$ cat src/rtl/par2ser_pkg.sv
// Shared types and helpers for the parallel-to-serial transmitter.
// Optional parity support is controlled by the PAR2SER_PARITY_EN macro.
package par2ser_pkg;

    typedef enum logic [1:0] {
        IDLE  = 2'd0,
        SHIFT = 2'd1
`ifdef PAR2SER_PARITY_EN
        ,
        PAR   = 2'd2
`endif
    } state_t;

    // Width needed to count 0..value-1; never less than one bit.
    function automatic int clogb2(input int value);
        int result;
        int v;
        result = 0;
        v      = value - 1;
        for (int i = 0; i < 32; i++) begin
            if ((v >> i) != 0) begin
                result = i + 1;
            end
        end
        if (result < 1) begin
            result = 1;
        end
        return result;
    endfunction

endpackage

$ cat src/rtl/par2ser_shreg.sv
// Load/shift register; the serial output is whichever end bit the captured
// direction selects (MSB when i_dir=1, LSB when i_dir=0).
module par2ser_shreg #(
    parameter int WIDTH = 4
) (
    input  logic             clk,
    input  logic             rst,
    input  logic             i_load,
    input  logic             i_shift,
    input  logic             i_dir,
    input  logic [WIDTH-1:0] i_data,
    output logic             o_ser
);

    logic [WIDTH-1:0] r_data;
    logic             r_dir;

    always_ff @(posedge clk or posedge rst) begin
        if (rst) begin
            r_data <= '0;
            r_dir  <= 1'b0;
        end else if (i_load) begin
            r_data <= i_data;
            r_dir  <= i_dir;
        end else if (i_shift) begin
            if (r_dir) begin
                r_data <= {r_data[WIDTH-2:0], 1'b0};
            end else begin
                r_data <= {1'b0, r_data[WIDTH-1:1]};
            end
        end
    end

    assign o_ser = r_dir ? r_data[WIDTH-1] : r_data[0];

endmodule

$ cat src/rtl/par2ser_tx.sv
// Parallel-to-serial transmitter: FSM, bit counter and valid/ready handshake.
// Define PAR2SER_PARITY_EN to append an even-parity bit to every frame.
module par2ser_tx
    import par2ser_pkg::*;
#(
    parameter int WIDTH = 4
) (
    input  logic             clk,
    input  logic             rst,
    input  logic [WIDTH-1:0] data_in,
    input  logic             data_valid,
    output logic             data_ready,
    input  logic             msb_first,
    output logic             ser_out,
    output logic             ser_valid,
    output logic             frame_start,
    output logic             frame_end,
    output logic             busy
);

    localparam int             CW   = clogb2(WIDTH);
    localparam logic [CW-1:0]  LAST = CW'(WIDTH - 1);

    state_t          r_state;
    state_t          w_next;
    logic [CW-1:0]   r_cnt;
    logic            r_rdy_en;
    logic            w_accept;
    logic            w_last_data;
    logic            w_shreg_ser;

    // Handshake: a word transfers on any rising edge with data_valid && data_ready.
    // data_ready is high in IDLE (once out of reset) and on the last bit of a frame.
    assign w_last_data = (r_state == SHIFT) && (r_cnt == LAST);
    assign data_ready  = (r_state == IDLE) ? r_rdy_en : frame_end;
    assign w_accept    = data_valid && data_ready;

    always_ff @(posedge clk or posedge rst) begin
        if (rst) begin
            r_state <= IDLE;
        end else begin
            r_state <= w_next;
        end
    end

    always_comb begin
        w_next = r_state;
        case (r_state)
            IDLE: begin
                if (w_accept) w_next = SHIFT;
            end
            SHIFT: begin
                if (w_last_data) begin
`ifdef PAR2SER_PARITY_EN
                    w_next = PAR;
`else
                    w_next = w_accept ? SHIFT : IDLE;
`endif
                end
            end
`ifdef PAR2SER_PARITY_EN
            PAR: begin
                w_next = w_accept ? SHIFT : IDLE;
            end
`endif
            default: w_next = IDLE;
        endcase
    end

    always_ff @(posedge clk or posedge rst) begin
        if (rst) begin
            r_cnt <= '0;
        end else if (w_accept) begin
            r_cnt <= '0;
        end else if (r_state == SHIFT) begin
            r_cnt <= w_last_data ? '0 : r_cnt + 1'b1;
        end
    end

    // Holds data_ready low through reset and raises it on the first edge after release.
    always_ff @(posedge clk or posedge rst) begin
        if (rst) begin
            r_rdy_en <= 1'b0;
        end else begin
            r_rdy_en <= 1'b1;
        end
    end

    par2ser_shreg #(
        .WIDTH (WIDTH)
    ) u_shreg (
        .clk     (clk),
        .rst     (rst),
        .i_load  (w_accept),
        .i_shift (r_state == SHIFT),
        .i_dir   (msb_first),
        .i_data  (data_in),
        .o_ser   (w_shreg_ser)
    );

`ifdef PAR2SER_PARITY_EN
    logic r_parity;

    always_ff @(posedge clk or posedge rst) begin
        if (rst) begin
            r_parity <= 1'b0;
        end else if (w_accept) begin
            r_parity <= ^data_in;
        end
    end

    assign frame_end = (r_state == PAR);
    assign ser_out   = (r_state == SHIFT) ? w_shreg_ser :
                       (r_state == PAR)   ? r_parity    : 1'b0;
`else
    assign frame_end = w_last_data;
    assign ser_out   = (r_state == SHIFT) ? w_shreg_ser : 1'b0;
`endif

    assign frame_start = (r_state == SHIFT) && (r_cnt == '0);
    assign ser_valid   = (r_state != IDLE);
    assign busy        = (r_state != IDLE);

endmodule

$ cat config.mk
export PLATFORM = sky130hd
export DESIGN_NAME = par2ser_tx
export DESIGN_NICKNAME = d
export VERILOG_FILES = /design/src/rtl/par2ser_pkg.sv /design/src/rtl/par2ser_shreg.sv /design/src/rtl/par2ser_tx.sv
export SDC_FILE = /design/constraint.sdc
export NUM_CORES = 1
export LEC_CHECK = 0
export BUFFER_PORTS_ARGS = -buffer_cell sky130_fd_sc_hd__clkbuf_2
export CORE_AREA = 2 2 39 41
export CTS_BUF_LIST = sky130_fd_sc_hd__clkbuf_16
export DETAILED_ROUTE_END_ITERATION = 8
export DIE_AREA = 0 0 41 43
export HOLD_SLACK_MARGIN = 0.06
export SKIP_CTS_REPAIR_TIMING = 1
export SLEW_MARGIN = 5
export SYNTH_ARGS = -nofsm -noshare
export SYNTH_HDL_FRONTEND = slang
export SYNTH_SLANG_ARGS = --single-unit
$ cat constraint.sdc
create_clock -name clk -period 2.6 [get_ports clk]
set_input_delay 0.26 -clock clk [delete_from_list [all_inputs] [get_ports clk]]
set_output_delay 0.26 -clock clk [all_outputs]
set_load 0.05 [all_outputs]
==> impl_metrics.json <==
{
  "outcome": "completed",
  "dieArea_sq_mm": 0.00176,
  "cp-startpoint": "r_state[0]",
  "first_iter_violations": 5,
  "antenna_cells": 0,
  "mappedNetlistArea_sq_um": 498,
  "syn_area_per_cell_sq_um": 10.4,
  "drt_pass1_iterations": 4,
  "netlist_instances": 48,
  "layout_setup_ws_ns": 0.932,
  "grt_max_degree": 15,
  "r2r_slack_ns": 1.03,
  "crit_family": "flip-flops",
  "p_per_area_mw_per_mm2": 1590,
  "rr_endpoint": "u_shreg.r_data[0]",
  "hold_depth": 3,
  "antenna_found_initial": 0,
  "max_freq_mhz": 599,
  "dp_hpwl_um": 706,
  "port-buffer-count": 13,
  "wl_um": 996,
  "reg2reg_depth": 4,
  "die_x_um": 41,
  "cts_num_sinks": 9,
  "critPathMaxFanout": 14,
  "layout.cells.non_filler": 79,
  "min-delay-start": "data_in[3]",
  "dpl.cell_count": 74,
  "start_util": 0.360,
  "coreArea_sq_mm": 0.00138,
  "timing.final.hold_violations": 0,
  "multiInputGateArea_sq_um": 236,
  "gp_congestion": 0.658,
  "ios": 14,
  "hold-path-endpoint": "u_shreg.r_data[3]",
  "synth_seq_area_share": 0.452,
  "cts_buffers": 3,
  "ys_seq_elements": 9,
  "cts_buffer_depth": 2,
  "p_leak_nw": 0.347,
  "ys_warn_count": 0,
  "die_y_um": 43,
  "vias_per_cell": 4.76,
  "tns_ns": 0,
  "grt_pass1_wl_mm": 1.55,
  "required_ns": 2.34,
  "peakVddDrop_uv": 531,
  "slew_viol_final": 0,
  "clkSlewWorstSetupHoldPaths_ns": 0.04,
  "hold_path.class": "in -> reg",
  "path_buf_inv": 2,
  "cp-start-kind": "flop",
  "crit_chain": "inv_1 -> nor2_1 -> clkbuf_2",
  "nFillCells": 132,
  "drcViolationCount": 0,
  "synth_cell_types": 19,
  "slowest_delay_ns": 0.56,
  "track_usage": 0.137,
  "register_area_sq_um": 225,
  "wire_per_inst_um": 12.6,
  "ant_nets": 0,
  "num_vias": 376,
  "gr-total-overflow": 0,
  "min_period_ns": 1.67,
  "grt_setup_unrepaired": "false",
  "cts-root-buf": "clkbuf_16",
  "drive_above_1_share": 0.349,
  "cp_slowest_cell": "dfrtp_1",
  "std_cell_rows": 14,
  "clock_latency_ns": 0.23,
  "area_growth_pct": 31.4,
  "cts_max_level": 1,
  "worstReg2RegStart": "r_cnt[0]",
  "final-setup-viol-count": 0,
  "power_mw": 1.04,
  "mappedNetlistNets": 58,
  "critPathArrivalTime_ns": 1.41,
  "fin_crit_sh": 0.642,
  "nets": 74,
  "dpl_worst_slack_ns": 1.05,
  "cts_tree": "built",
  "fin_worst_skew_ns": 0.00257,
  "grt_pass1_vias": 363,
  "critical_path_class": "reg -> out",
  "maxCapViolations": 0,
  "cp-end-kind": "output pin"
}
-- logic make-up (layout without fill, tap and decap cells) --
logic type | count (synthesis) | after routing | share of synthesized area
AND/OR/NAND/NOR | 12 | 12 | 0.123
multiplexers | 9 | 9 | 0.209
flip-flops | 9 | 9 | 0.452
buffers and inverters | 8 | 23 | 0.0729
AO/OA/AOI/OAI | 7 | 7 | 0.0854
adder cells (fa/ha/maj) | 2 | 2 | 0.0502
other | 1 | 1 | 0.00753
-- metal layers --
| layer | wire length [um] | up-vias | global-route usage | share of wire |
|---|---|---|---|---|
| met2 | 505 | 11 | 0.197 | 0.51 |
| met4 | 15 | 0 | 0.0800 | 0.015 |
| met1 | 424 | 176 | 0.165 | 0.43 |
| li1 | - | 187 | - | - |
| met5 | 0 | - | 0 | 0 |
| met3 | 51 | 2 | 0.0576 | 0.051 |
-- where the power goes --
group	leakage, nW	switching (mW)	total (mW)	internal [mW]
clock network	0.0423	0.0618	0.262	0.200
logic	0.197	0.300	0.488	0.187
registers	0.108	0.0812	0.287	0.206
-- how the worst max path moves through the flow --
stage | end | slack (ns) | cells after the start
floorplan | ser_out | 0.81 | 2
global placement | u_shreg.r_data[0] | 1.07 | 4
detailed placement | u_shreg.r_data[2] | 1.05 | 3
CTS | ser_out | 0.92 | 3
global route | ser_out | 0.83 | 3
finish | ser_out | 0.93 | 3
-- synthesized netlist by cell type (all sizes together) --
cell | number | area [sq um]
a21oi | 4 | 20.0
a221oi | 1 | 8.76
and2 | 3 | 21.3
and3 | 1 | 6.26
buf | 3 | 17.5
conb | 1 | 3.75
dfrtp | 9 | 225
ha | 2 | 25.0
inv | 5 | 18.8
mux2 | 5 | 63.8
mux2i | 4 | 40.0
nand2 | 2 | 7.51
nor2 | 5 | 18.8
nor3b | 1 | 7.51
o21ai | 1 | 5.00
o2bb2ai | 1 | 8.76
-- worst min-delay path, cell delays in order --
cell and delay, ns:
clkbuf_2 0.08, inv_1 0.04, a21oi_1 0.05
-- final cells by class --
type                       instances  share of cell area
sequential                         9               0.344
inverter                           5              0.0287
multi-input combinational         31               0.361
tap                               16              0.0306
clock inverter                     1             0.00574
timing repair buffer              14               0.115
clock buffer                       3               0.115
-- sequential cells by signal, indices dropped and copies added, names as in the netlist --
name	cells
r_state	1
u_shreg.r_data	4
r_cnt	2
u_shreg.r_dir	1
r_rdy_en	1
-- placed cells by master, fill, tap and decap left out --
master / count
ha_1: 2
and3_1: 1
and2_4: 1
clkbuf_2: 13
mux2_2: 3
a221oi_1: 1
dfrtp_1: 9
conb_1: 1
dlygate4sd3_1: 1
nor3b_1: 1
nor2_1: 5
o21ai_0: 1
mux2i_1: 4
mux2_4: 2
inv_1: 6
o2bb2ai_1: 1
nand2_1: 2
a21oi_1: 4
and2_1: 2
clkbuf_16: 3
-- through the flow --
step	hold WS, ns	instance area (sq um)	util
2_1_floorplan	0.0879	498	-
3_5_place_dp	0.226	566	0.409
3_3_place_gp	0.215	566	0.409
5_1_grt	0.254	654	0.473
6_report	0.240	654	0.473
4_1_cts	-0.0177	644	0.466
No activity file was read; power rests on OpenSTA's default activity.
